===== src/rtl/mem_access_master_pkg.sv =====
// Shared state encodings, opcode constants and address-check helper for mem_access_master.
package mem_access_master_pkg;

  typedef enum logic [1:0] {
    IDLE    = 2'd0,
    SETUP   = 2'd1,
    ACCESS  = 2'd2,
    RELEASE = 2'd3
  } state_e;

  localparam int CNT_W = 4;

  // Major opcodes the decoder uses to derive req_store.
  localparam logic [6:0] OPC_LW = 7'b0000011;
  localparam logic [6:0] OPC_SW = 7'b0100011;

  function automatic logic opcode_is_mem(input logic [6:0] opc);
    return (opc == OPC_LW) || (opc == OPC_SW);
  endfunction

  function automatic logic opcode_is_store(input logic [6:0] opc);
    return opc == OPC_SW;
  endfunction

  function automatic logic addr_illegal(input logic [1:0] low_bits, input logic high_nonzero);
    return (low_bits != 2'b00) || high_nonzero;
  endfunction

endpackage


===== src/rtl/mem_access_master.sv =====
// Data-memory initiator: SETUP/ACCESS/RELEASE per request, response ACCESS_CYCLES+2 cycles after accept, req_ready low
// until RELEASE ends. MEM_ACCESS_ALIGN_CHECK_EN rejects misaligned or >=4 KiB addresses without touching the bus.
module mem_access_master
  import mem_access_master_pkg::*;
#(
  parameter int ACCESS_CYCLES = 2,
  parameter int ADDR_W        = 32,
  parameter int DATA_W        = 32
) (
  input  logic              clock,
  input  logic              reset,
  input  logic              req_valid,
  output logic              req_ready,
  input  logic              req_store,
  input  logic [ADDR_W-1:0] req_addr,
  input  logic [DATA_W-1:0] req_wdata,
  output logic              resp_valid,
  output logic [DATA_W-1:0] resp_rdata,
  output logic              resp_err,
  output logic [ADDR_W-1:0] mem_addr,
  output logic              mem_ren,
  output logic              mem_wen,
  output logic [DATA_W-1:0] mem_din,
  input  logic [DATA_W-1:0] mem_dout
);

  localparam logic [CNT_W-1:0] CNT_LOAD = CNT_W'(ACCESS_CYCLES - 1);

  state_e            state_q, state_d;
  logic [CNT_W-1:0]  cnt_q, cnt_d;
  logic              store_q, err_q;
  logic [ADDR_W-1:0] addr_q;
  logic [DATA_W-1:0] din_q, rdata_q;
  logic              ren_q, ren_d, wen_q, wen_d;
  logic              resp_valid_q, resp_valid_d;
  logic              resp_err_q, resp_err_d;
  logic              req_ready_q, req_ready_d;
  logic              accept, req_err, last_access;

  assign accept      = req_valid && req_ready_q;
  assign last_access = (state_q == ACCESS) && (cnt_q == '0);

`ifdef MEM_ACCESS_ALIGN_CHECK_EN
  assign req_err = addr_illegal(req_addr[1:0], |req_addr[ADDR_W-1:12]);
`else
  assign req_err = 1'b0;
`endif

  always_ff @(posedge clock or posedge reset) begin
    if (reset) state_q <= IDLE;
    else       state_q <= state_d;
  end

  always_comb begin
    state_d = state_q;
    cnt_d   = cnt_q;
    case (state_q)
      IDLE:    if (accept) state_d = SETUP;
      SETUP: begin
        if (err_q) begin
          state_d = RELEASE;
        end else begin
          state_d = ACCESS;
          cnt_d   = CNT_LOAD;
        end
      end
      ACCESS: begin
        if (cnt_q == '0) state_d = RELEASE;
        else             cnt_d   = cnt_q - 1'b1;
      end
      RELEASE: state_d = IDLE;
      default: state_d = IDLE;
    endcase
  end

  // Outputs are registered, so they are decoded from the state being entered.
  always_comb begin
    ren_d        = (state_d == ACCESS) && !store_q;
    wen_d        = (state_d == ACCESS) && store_q;
    resp_valid_d = (state_d == RELEASE);
    resp_err_d   = (state_d == RELEASE) && err_q;
    req_ready_d  = (state_d == IDLE);
  end

  always_ff @(posedge clock or posedge reset) begin
    if (reset) begin
      cnt_q        <= '0;
      store_q      <= 1'b0;
      err_q        <= 1'b0;
      addr_q       <= '0;
      din_q        <= '0;
      rdata_q      <= '0;
      ren_q        <= 1'b0;
      wen_q        <= 1'b0;
      resp_valid_q <= 1'b0;
      resp_err_q   <= 1'b0;
      req_ready_q  <= 1'b1;
    end else begin
      cnt_q        <= cnt_d;
      ren_q        <= ren_d;
      wen_q        <= wen_d;
      resp_valid_q <= resp_valid_d;
      resp_err_q   <= resp_err_d;
      req_ready_q  <= req_ready_d;
      if (accept) begin
        store_q <= req_store;
        err_q   <= req_err;
        addr_q  <= req_addr;
        if (req_store) din_q <= req_wdata;
      end
      if (last_access && !store_q) rdata_q <= mem_dout;
    end
  end

  assign req_ready  = req_ready_q;
  assign resp_valid = resp_valid_q;
  assign resp_err   = resp_err_q;
  assign resp_rdata = rdata_q;
  assign mem_addr   = addr_q;
  assign mem_din    = din_q;
  assign mem_ren    = ren_q;
  assign mem_wen    = wen_q;

endmodule


===== config.mk =====
export PLATFORM = sky130hd
export DESIGN_NAME = mem_access_master
export DESIGN_NICKNAME = d
export VERILOG_FILES = /design/src/rtl/mem_access_master_pkg.sv /design/src/rtl/mem_access_master.sv
export SDC_FILE = /design/constraint.sdc
export NUM_CORES = 1
export LEC_CHECK = 0
export ABC_CLOCK_PERIOD_IN_PS = 2900
export CAP_MARGIN = 25
export CORE_UTILIZATION = 36
export CTS_CLUSTER_DIAMETER = 100
export DETAILED_ROUTE_END_ITERATION = 8
export PLACE_DENSITY = 0.76
export SLEW_MARGIN = 20
export SYNTH_ARGS = -nofsm -noshare
export SYNTH_HDL_FRONTEND = slang
export SYNTH_SLANG_ARGS = --single-unit

===== constraint.sdc =====
create_clock -name clock -period 2.9 [get_ports clock]
set_input_delay 0.29 -clock clock [delete_from_list [all_inputs] [get_ports clock]]
set_output_delay 0.29 -clock clock [all_outputs]
set_load 0.1 [all_outputs]

== Yosys cells after proc, flatten, opt, wreduce, memory -nomap -nowiden ==
Cells that the tools add are included.
Storage, ports and cells
  output and inout port bits: 101
  flip-flop bits (word level): 107
  word-level logic and storage cells: 34
  input bits: 100
Operators by class
  equal/unequal tests: 6
  add/subtract/negate cells: 1
  muxes and demuxes: 5
  reductions and logical operators: 12
Operators by type and width (number)
  $eq 2x2->1 const B: 4
  $pmux 2 s4: 1
  $pmux 4 s2: 1
  $logic_and 1x1->1: 5
  $logic_not 2->1: 2
  $logic_not 4->1: 1
  $mux 2: 2
  $mux 4: 1
  $reduce_and 2->1: 2
  $sub 4x1->4 const B: 1
  $eq 2x1->1 const B: 1
  $ne 2x2->1 const B: 1
  $reduce_bool 2->1: 1
  $logic_not 1->1: 1

== Depth between registers and ports, before layout ==
Gate-level depths: netlist of the first run.
  depth in word-level cells: 5
  depth in mapped cells: 6
  depth with buffers taken out: 5

== Worst setup path after synthesis of the first run ==
Ideal clock, no wire load.
  kind: reg2reg
  start: register req_ready_q, in the netlist req_ready
  end: register din_q[10], in the netlist mem_din[10]
  arrival time: 1.638 ns
  cell stages (with the launch flop): 4
  path slack: 1.136 ns
  clock period less this slack: 1.764 ns
  cell sequence: dfstp_2 -> nand3_1 -> buf_2 -> mux2_2
Between the ends
  cells in the longest elaborated chain, start to end: 2
RTL lines
  start: declaration: RTL line mem_access_master.sv:37  | logic req_ready_q, req_ready_d;
  start signal: assignment: RTL line mem_access_master.sv:104  | req_ready_q <= req_ready_d;
  $logic_and 1x1->1: RTL line mem_access_master.sv:40  | assign accept = req_valid && req_ready_q;
  $reduce_and 2->1 (no line)
  end signal: assignment: RTL line mem_access_master.sv:109  | if (req_store) din_q <= req_wdata;
  end: declaration: RTL line mem_access_master.sv:33  | logic [DATA_W-1:0] din_q, rdata_q;
Every way passes these cells.
A chain may end at the register's enable or synchronous reset.

== Worst setup path after layout of the first run ==
  start: register state_q[0]
  end: register rdata_q[14], in the netlist resp_rdata[14]
Between the ends
  cells in the longest elaborated chain, start to end: 3
RTL lines
  start: declaration: RTL line mem_access_master.sv:29  | state_e state_q, state_d;
  start signal: assignment: RTL line mem_access_master.sv:51  | else state_q <= state_d;
  $eq 2x2->1: RTL line mem_access_master.sv:41  | assign last_access = (state_q == ACCESS) && (cnt_q == '0);
  $logic_and 1x1->1: RTL line mem_access_master.sv:41
  $logic_and 1x1->1: RTL line mem_access_master.sv:111  | if (last_access && !store_q) rdata_q <= mem_dout;
  end signal: assignment: RTL line mem_access_master.sv:111
  end: declaration: RTL line mem_access_master.sv:33
Every way passes these cells.

==> results of run 1 <==
==> worst register-to-register path: cells and delay by family, from the launching register on <==
family | cells | cell delay, ns
buffers and inverters | 2 | 0.48
flip-flops | 1 | 0.41
AND/OR/NAND/NOR | 2 | 0.29
multiplexers | 1 | 0.41
adder cells (fa/ha/maj) | 1 | 0.27
==> worst paths after layout <==
check | depth (start not counted) | endpoint | slack (ns) | from
worst min-delay path | 2 | mem_addr[13]$_DFFE_PP0P_ | 0.43 | reset
max in group asynchronous | 3 | req_ready$_DFF_PP1_ | 1.77 | reset
min in group clock | 1 | resp_rdata[11]$_DFFE_PP0P_ | 0.49 | resp_rdata[11]$_DFFE_PP0P_
worst min register to register | 1 | resp_rdata[11]$_DFFE_PP0P_ | 0.49 | resp_rdata[11]$_DFFE_PP0P_
worst max-delay path | 6 | resp_rdata[14]$_DFFE_PP0P_ | 0.93 | state_q[0]$_DFF_PP0_
worst max register to register | 6 | resp_rdata[14]$_DFFE_PP0P_ | 0.93 | state_q[0]$_DFF_PP0_
==> cells in the mapped netlist (all sizes together) <==
cell,count
o22a,1
conb,1
buf,10
mux2,97
and2,1
nor2,5
a21oi,1
a221oi,1
nand3b,1
nor3,2
o21ai,2
nand3,1
nand2,7
inv,5
nor2b,1
nand2b,2
or3b,1
nor3b,1
o211ai,1
o22ai,1
dfstp,1
dfrtp,106
ha,4
==> flip-flops by register name, indices dropped and copies added (netlist names) <==
register and count:
mem_ren 1, state_q 2, req_ready 1, mem_addr 32, store_q 1, resp_valid 1
mem_din 32, cnt_q 4, resp_rdata 32, mem_wen 1
==> through the flow <==
stage	setup WS (ns)	instance area (µm²)	utilization (%)
3_5_place_dp	0.856	6000	54.9
3_3_place_gp	0.895	6000	54.9
5_1_grt	0.822	6350	58.1
4_1_cts	0.931	6350	58.1
2_1_floorplan	1.14	4070	-
6_report	0.933	6350	58.1
==> layer usage <==
layer  vias up  GRT usage, %  wire length, µm
li1       1290             -                -
met1      1347          17.5             3440
met2       111          27.3             4600
met3        13          4.70              754
met4         0          6.66              160
met5         -             0                0
==> final cells by class <==
class                   count  area, µm²
multi-input cells         131       1320
clock inverters             6        111
flip-flops and latches    107       2680
well taps                 140        175
clock buffers              10        239
fillers                   896       4590
inverters                   5       22.5
repair buffers            204       1800
==> cells by family after synthesis <==
family,Yosys count,synth area share (%)
flops,107,65.8
mux,97,26.8
simple gates,22,2.80
buf+inv,15,1.94
compound gates,7,1.29
fa+ha+maj,4,1.23
other cells,1,0.0921
==> results by group, run 1 <==
Run status
  • Status: complete, no violations

Flow run
  • Max Cap Violations: 0

Worst setup path
  • Crit. End Element: flip-flop
  • Critical path buffer and inverter count: 2
  • Worst Path Required: 3.13 ns
  • Critical path's slowest cell: dfrtp_1
  • Cell family with the largest share of critical-path delay: buffers and inverters
  • CP arrival: 2.19 ns
  • Worst path max stage delay: about 0.41 ns
  • Crit-path max FO: 32
  • Crit path kind: reg2reg
  • Crit start category: flip-flop
  • Crit-path cells: inv_1 -> ha_1 -> nand2b_1 -> nor3_4 -> buf_4 -> mux2_2

Clock network
  • Sinks on Clock Net: 107
  • Post-CTS Hold Fix Bufs: 0
  • Latest clock arrival within the worst-skew pair: around 0.34 ns
  • Clock slew at reported path FFs: 0.07 ns
  • Root buf cell: clkbuf_16
  • Clock buffer depth: 2
  • CTS tree: built
  • PostCTS Resize Cnt: 0
  • CTS H-tree depth: 3
  • CTS Buf Count: 9
  • Post-CTS setup buffer count: 0

Detailed routing
  • Vias/cell: 4.58
  • DRT Pass-1 Iters: 4
  • DR WL/cell: 14.9 µm
  • Vias post-DR: approximately 2800
  • Final WL: 8960 µm
  • Initial drt markers: 64
  • Final ANT Viol Nets: 0
  • DRC viols: 0

Floorplan
  • IO Pins: ~200
  • Core footprint: around 11000 µm²
  • Die X: 108 µm
  • Die Y: roughly 110 µm
  • Die area: 11700 µm²
  • FP Rows: 38
  • Initial core utilization: 37.2%

Hold path
  • Hold WC Path Type: in2async

Cells and area
  • Non-filler cells, final: 603
  • Final #Nets: roughly 560
  • Most frequent cells in the layout: 106 x dfrtp_1, 103 x buf_4, 99 x clkdlybuf4s50_1
  • Commonest non-fill, non-tap cell in the layout: dfrtp_1
  • Ratio of cells with drive above 1 in the final layout: 47.5%
  • Antenna diodes: 0
  • Area growth syn-to-layout: 56.0%

STA
  • RSZ-0062 raised after global routing: false
  • Clk_skew: about 0.0048 ns
  • Worst hold margin: 0.433 ns
  • Slew headroom: 47.7%
  • Worst-margin pin slew: between 0.7 and 0.8 ns
  • TNS Setup: 0 ns
  • Final-report hold violation count: 0
  • F_max: a little over 500 MHz
  • Setup violations, final: 0
  • Pins over their slew limit: 0
  • Fin crit period: 1.97 ns
  • Period utilization: 67.8%

Global routing
  • Vias in the first global route: 2951
  • Initial antenna violation count: 0
  • Largest net degree at the start of global routing: 39
  • First-pass GRT wire length: 14000 µm
  • GRT Overall Usage: 15.6%
  • Overflow after GRT: 0

Placement
  • Placed insts: 587
  • Dpl hpwl: 6590 µm
  • Port buffer count: 199
  • Placer Congestion: 0.712

Yosys
  • Yosys top cell by area: dfrtp_1
  • Register area share after synthesis: 65.8%
  • Cells after Synth: 253
  • Count of state elements after synthesis: 107
  • Dominant cells by area after synthesis: dfrtp_1 65%, mux2_2 26%, ha_1 1.2%
  • Ys Warns: 0
  • Post-synth top area share: 65.2%
  • Post-Synthesis Cell Area: roughly 4100 µm²
  • Post-Synthesis Net Count: 357
  • Synth Area per Inst: 16.1 µm²
  • Netlist cell types: 26
Power of run 1 is not shown: default switching activity piles up to over one toggle a cycle in this logic, so the estimate is an artifact.
==> run 2, diff against run 1 <==
--- a/config.mk
+++ b/config.mk
@@ -5,12 +5,12 @@
 export SDC_FILE = /design/constraint.sdc
 export NUM_CORES = 1
 export LEC_CHECK = 0
-export ABC_CLOCK_PERIOD_IN_PS = 2900
+export ABC_CLOCK_PERIOD_IN_PS = 1900
 export CAP_MARGIN = 25
-export CORE_UTILIZATION = 36
+export CORE_UTILIZATION = 40
 export CTS_CLUSTER_DIAMETER = 100
 export DETAILED_ROUTE_END_ITERATION = 8
-export PLACE_DENSITY = 0.76
+export PLACE_DENSITY = 0.8
 export SLEW_MARGIN = 20
 export SYNTH_ARGS = -nofsm -noshare
 export SYNTH_HDL_FRONTEND = slang
==> constraint.sdc (replaced) <==
create_clock -name clock -period 1.9 [get_ports clock]
set_input_delay 0.19 -clock clock [delete_from_list [all_inputs] [get_ports clock]]
set_output_delay 0.19 -clock clock [all_outputs]
set_load 0.1 [all_outputs]
==> run 2 against run 1 <==
Effect of this change:
- hold slack worse by 0.090 ns
- highest routed layer unchanged
- critical path depth stayed put
- cell area is 2.4% lower
- final cell count is 1.0% lower
- wire length is 1.3% lower
- critical path type unchanged
- clock-buffer cell count stayed put
- maximum frequency is 15% higher
- setup slack worse by 0.74 ns
- die area is 9.8% lower
- utilization is 5.0 points higher
==> results by group, run 2 (synthesis gave the netlist of run 1 again) <==
Global routing
  • Initial antenna violation count: 0
  • GRT Overall Usage: 16.2%
  • Overflow after GRT: 0
  • Largest net degree at the start of global routing: 108
  • First-pass GRT wire length: between 10000 and 15000 µm
  • Vias in the first global route: roughly 2900

Clock network
  • Clock slew at reported path FFs: 0.10 ns
  • CTS tree: built
  • PostCTS Resize Cnt: 0
  • Post-CTS Hold Fix Bufs: 0
  • Latest clock arrival within the worst-skew pair: 0.36 ns
  • Sinks on Clock Net: ~110
  • Clock buffer depth: 2
  • Root buf cell: clkbuf_8
  • Post-CTS setup buffer count: 0
  • CTS H-tree depth: 3
  • CTS Buf Count: 9

Detailed routing
  • DRT Pass-1 Iters: 4
  • Metal-1 WL: 3520 µm
  • Vias/cell: 4.69
  • DR WL/cell: 14.8 µm
  • Highest routed layer: met4
  • Initial drt markers: 55
  • Final WL: 8840 µm
  • WL met2: 4400 µm
  • Vias post-DR: 2799
  • Final ANT Viol Nets: 0
  • Routed met3 length: 812 µm
  • DRC viols: 0

Floorplan
  • Core footprint: 9820 µm²
  • IO Pins: 201
  • Die Y: between 100 and 150 µm
  • Die area: 10600 µm²
  • Initial core utilization: 41.5%
  • FP Rows: 36
  • Die X: just over 100 µm

Run status
  • Status: complete, no violations

Placement
  • Cell area after placement: 6030 µm²
  • Dpl hpwl: 6550 µm
  • Port buffer count: just under 200
  • Placer Congestion: between 0.7 and 0.8

Worst setup path
  • Crit-path max FO: 32
  • Worst reg2reg path startpoint: cnt_q[0]$_DFFE_PP0P_
  • Crit. End Element: flip-flop
  • CP arrival: 1.95 ns
  • RR Endpoint: resp_rdata[3]$_DFFE_PP0P_
  • Crit. Startpoint: cnt_q[0]$_DFFE_PP0P_
  • Crit start category: flip-flop
  • CP endpoint: resp_rdata[3]$_DFFE_PP0P_
  • R2R setup slack: ~0.19 ns
  • Worst R2R Path Depth: 6
  • Crit path kind: reg2reg
  • Worst Path Required: approximately 2.1 ns

Cells and area
  • Final #Nets: 564
  • Most frequent cells in the layout: 106 x dfrtp_1, 103 x buf_4, 99 x clkdlybuf4s50_1
  • Area growth syn-to-layout: 52.2%
  • Antenna diodes: 0
  • Footprint of the multi-input gates: roughly 1300 µm²
  • Ratio of cells with drive above 1 in the final layout: 47.4%
  • Final Cell Area: around 6200 µm²
  • Fillers: 805
  • Util after Layout: between 60% and 70%
  • Storage cell area: 2680 µm²
  • Commonest non-fill, non-tap cell in the layout: dfrtp_1

STA
  • Worst hold margin: 0.343 ns
  • Slew headroom: 63.2%
  • F_max: 584 MHz
  • RSZ-0062 raised after global routing: false
  • Fin crit period: 1.71 ns
  • Period utilization: 90.1%
  • Setup violations, final: 0
  • Final-report hold violation count: 0
  • Worst-margin pin slew: 0.552 ns
  • Clk_skew: 0.0117 ns
  • TNS Setup: 0 ns
  • Pins over their slew limit: 0

Flow run
  • Max Cap Violations: 0

Hold path
  • Hold WC Path Type: in2async
==> run 2: changes by cell type in the layout (fill, tap and decap cells not counted), sizes merged <==
cell and change:
bufinv -3, clkinvlp +1, inv +1, buf +2
==> run 2: worst min path at each step <==
stage                                          start  slack, ns                         end
after floorplan                         mem_dout[10]       0.32  resp_rdata[10]$_DFFE_PP0P_
after global placement    resp_rdata[11]$_DFFE_PP0P_       0.47  resp_rdata[11]$_DFFE_PP0P_
after detailed placement  resp_rdata[11]$_DFFE_PP0P_       0.49  resp_rdata[11]$_DFFE_PP0P_
after CTS                                      reset       0.37    mem_addr[18]$_DFFE_PP0P_
after global routing                           reset       0.41    mem_addr[15]$_DFFE_PP0P_
final                                          reset       0.34    mem_addr[18]$_DFFE_PP0P_
==> run 2: area by class of cell <==
cell class / count / area share [%]
tap: 133 / 2.69
timing repair buffer: 206 / 29.8
clock buffer: 10 / 2.06
sequential: 107 / 43.2
multi-input combinational: 131 / 21.3
inverter: 5 / 0.363
clock inverter: 5 / 0.606
==> run 2: critical path: stages (launching register included) <==
cell and delay (ns):
dfrtp_1 0.38, inv_1 0.09, ha_1 0.18, nand2b_1 0.14, nor3_4 0.22, buf_12 0.23
mux2_2 0.36
==> run 2: per-stage QoR <==
stage / worst slack (ns) / cells
after floorplan: 0.136 / 253
after CTS: 0.176 / 597
after global placement: 0.241 / 582
after detailed placement: 0.175 / 582
after global routing: 0.0894 / 597
final: 0.188 / 597
==> run 2: per-layer routing <==
layer | track usage [%] | up-vias
met5 | 0 | -
met2 | 27.8 | 123
li1 | - | 1295
met3 | 5.36 | 12
met4 | 6.07 | 0
met1 | 19.0 | 1369
Power of run 2 is left out for the same reason.
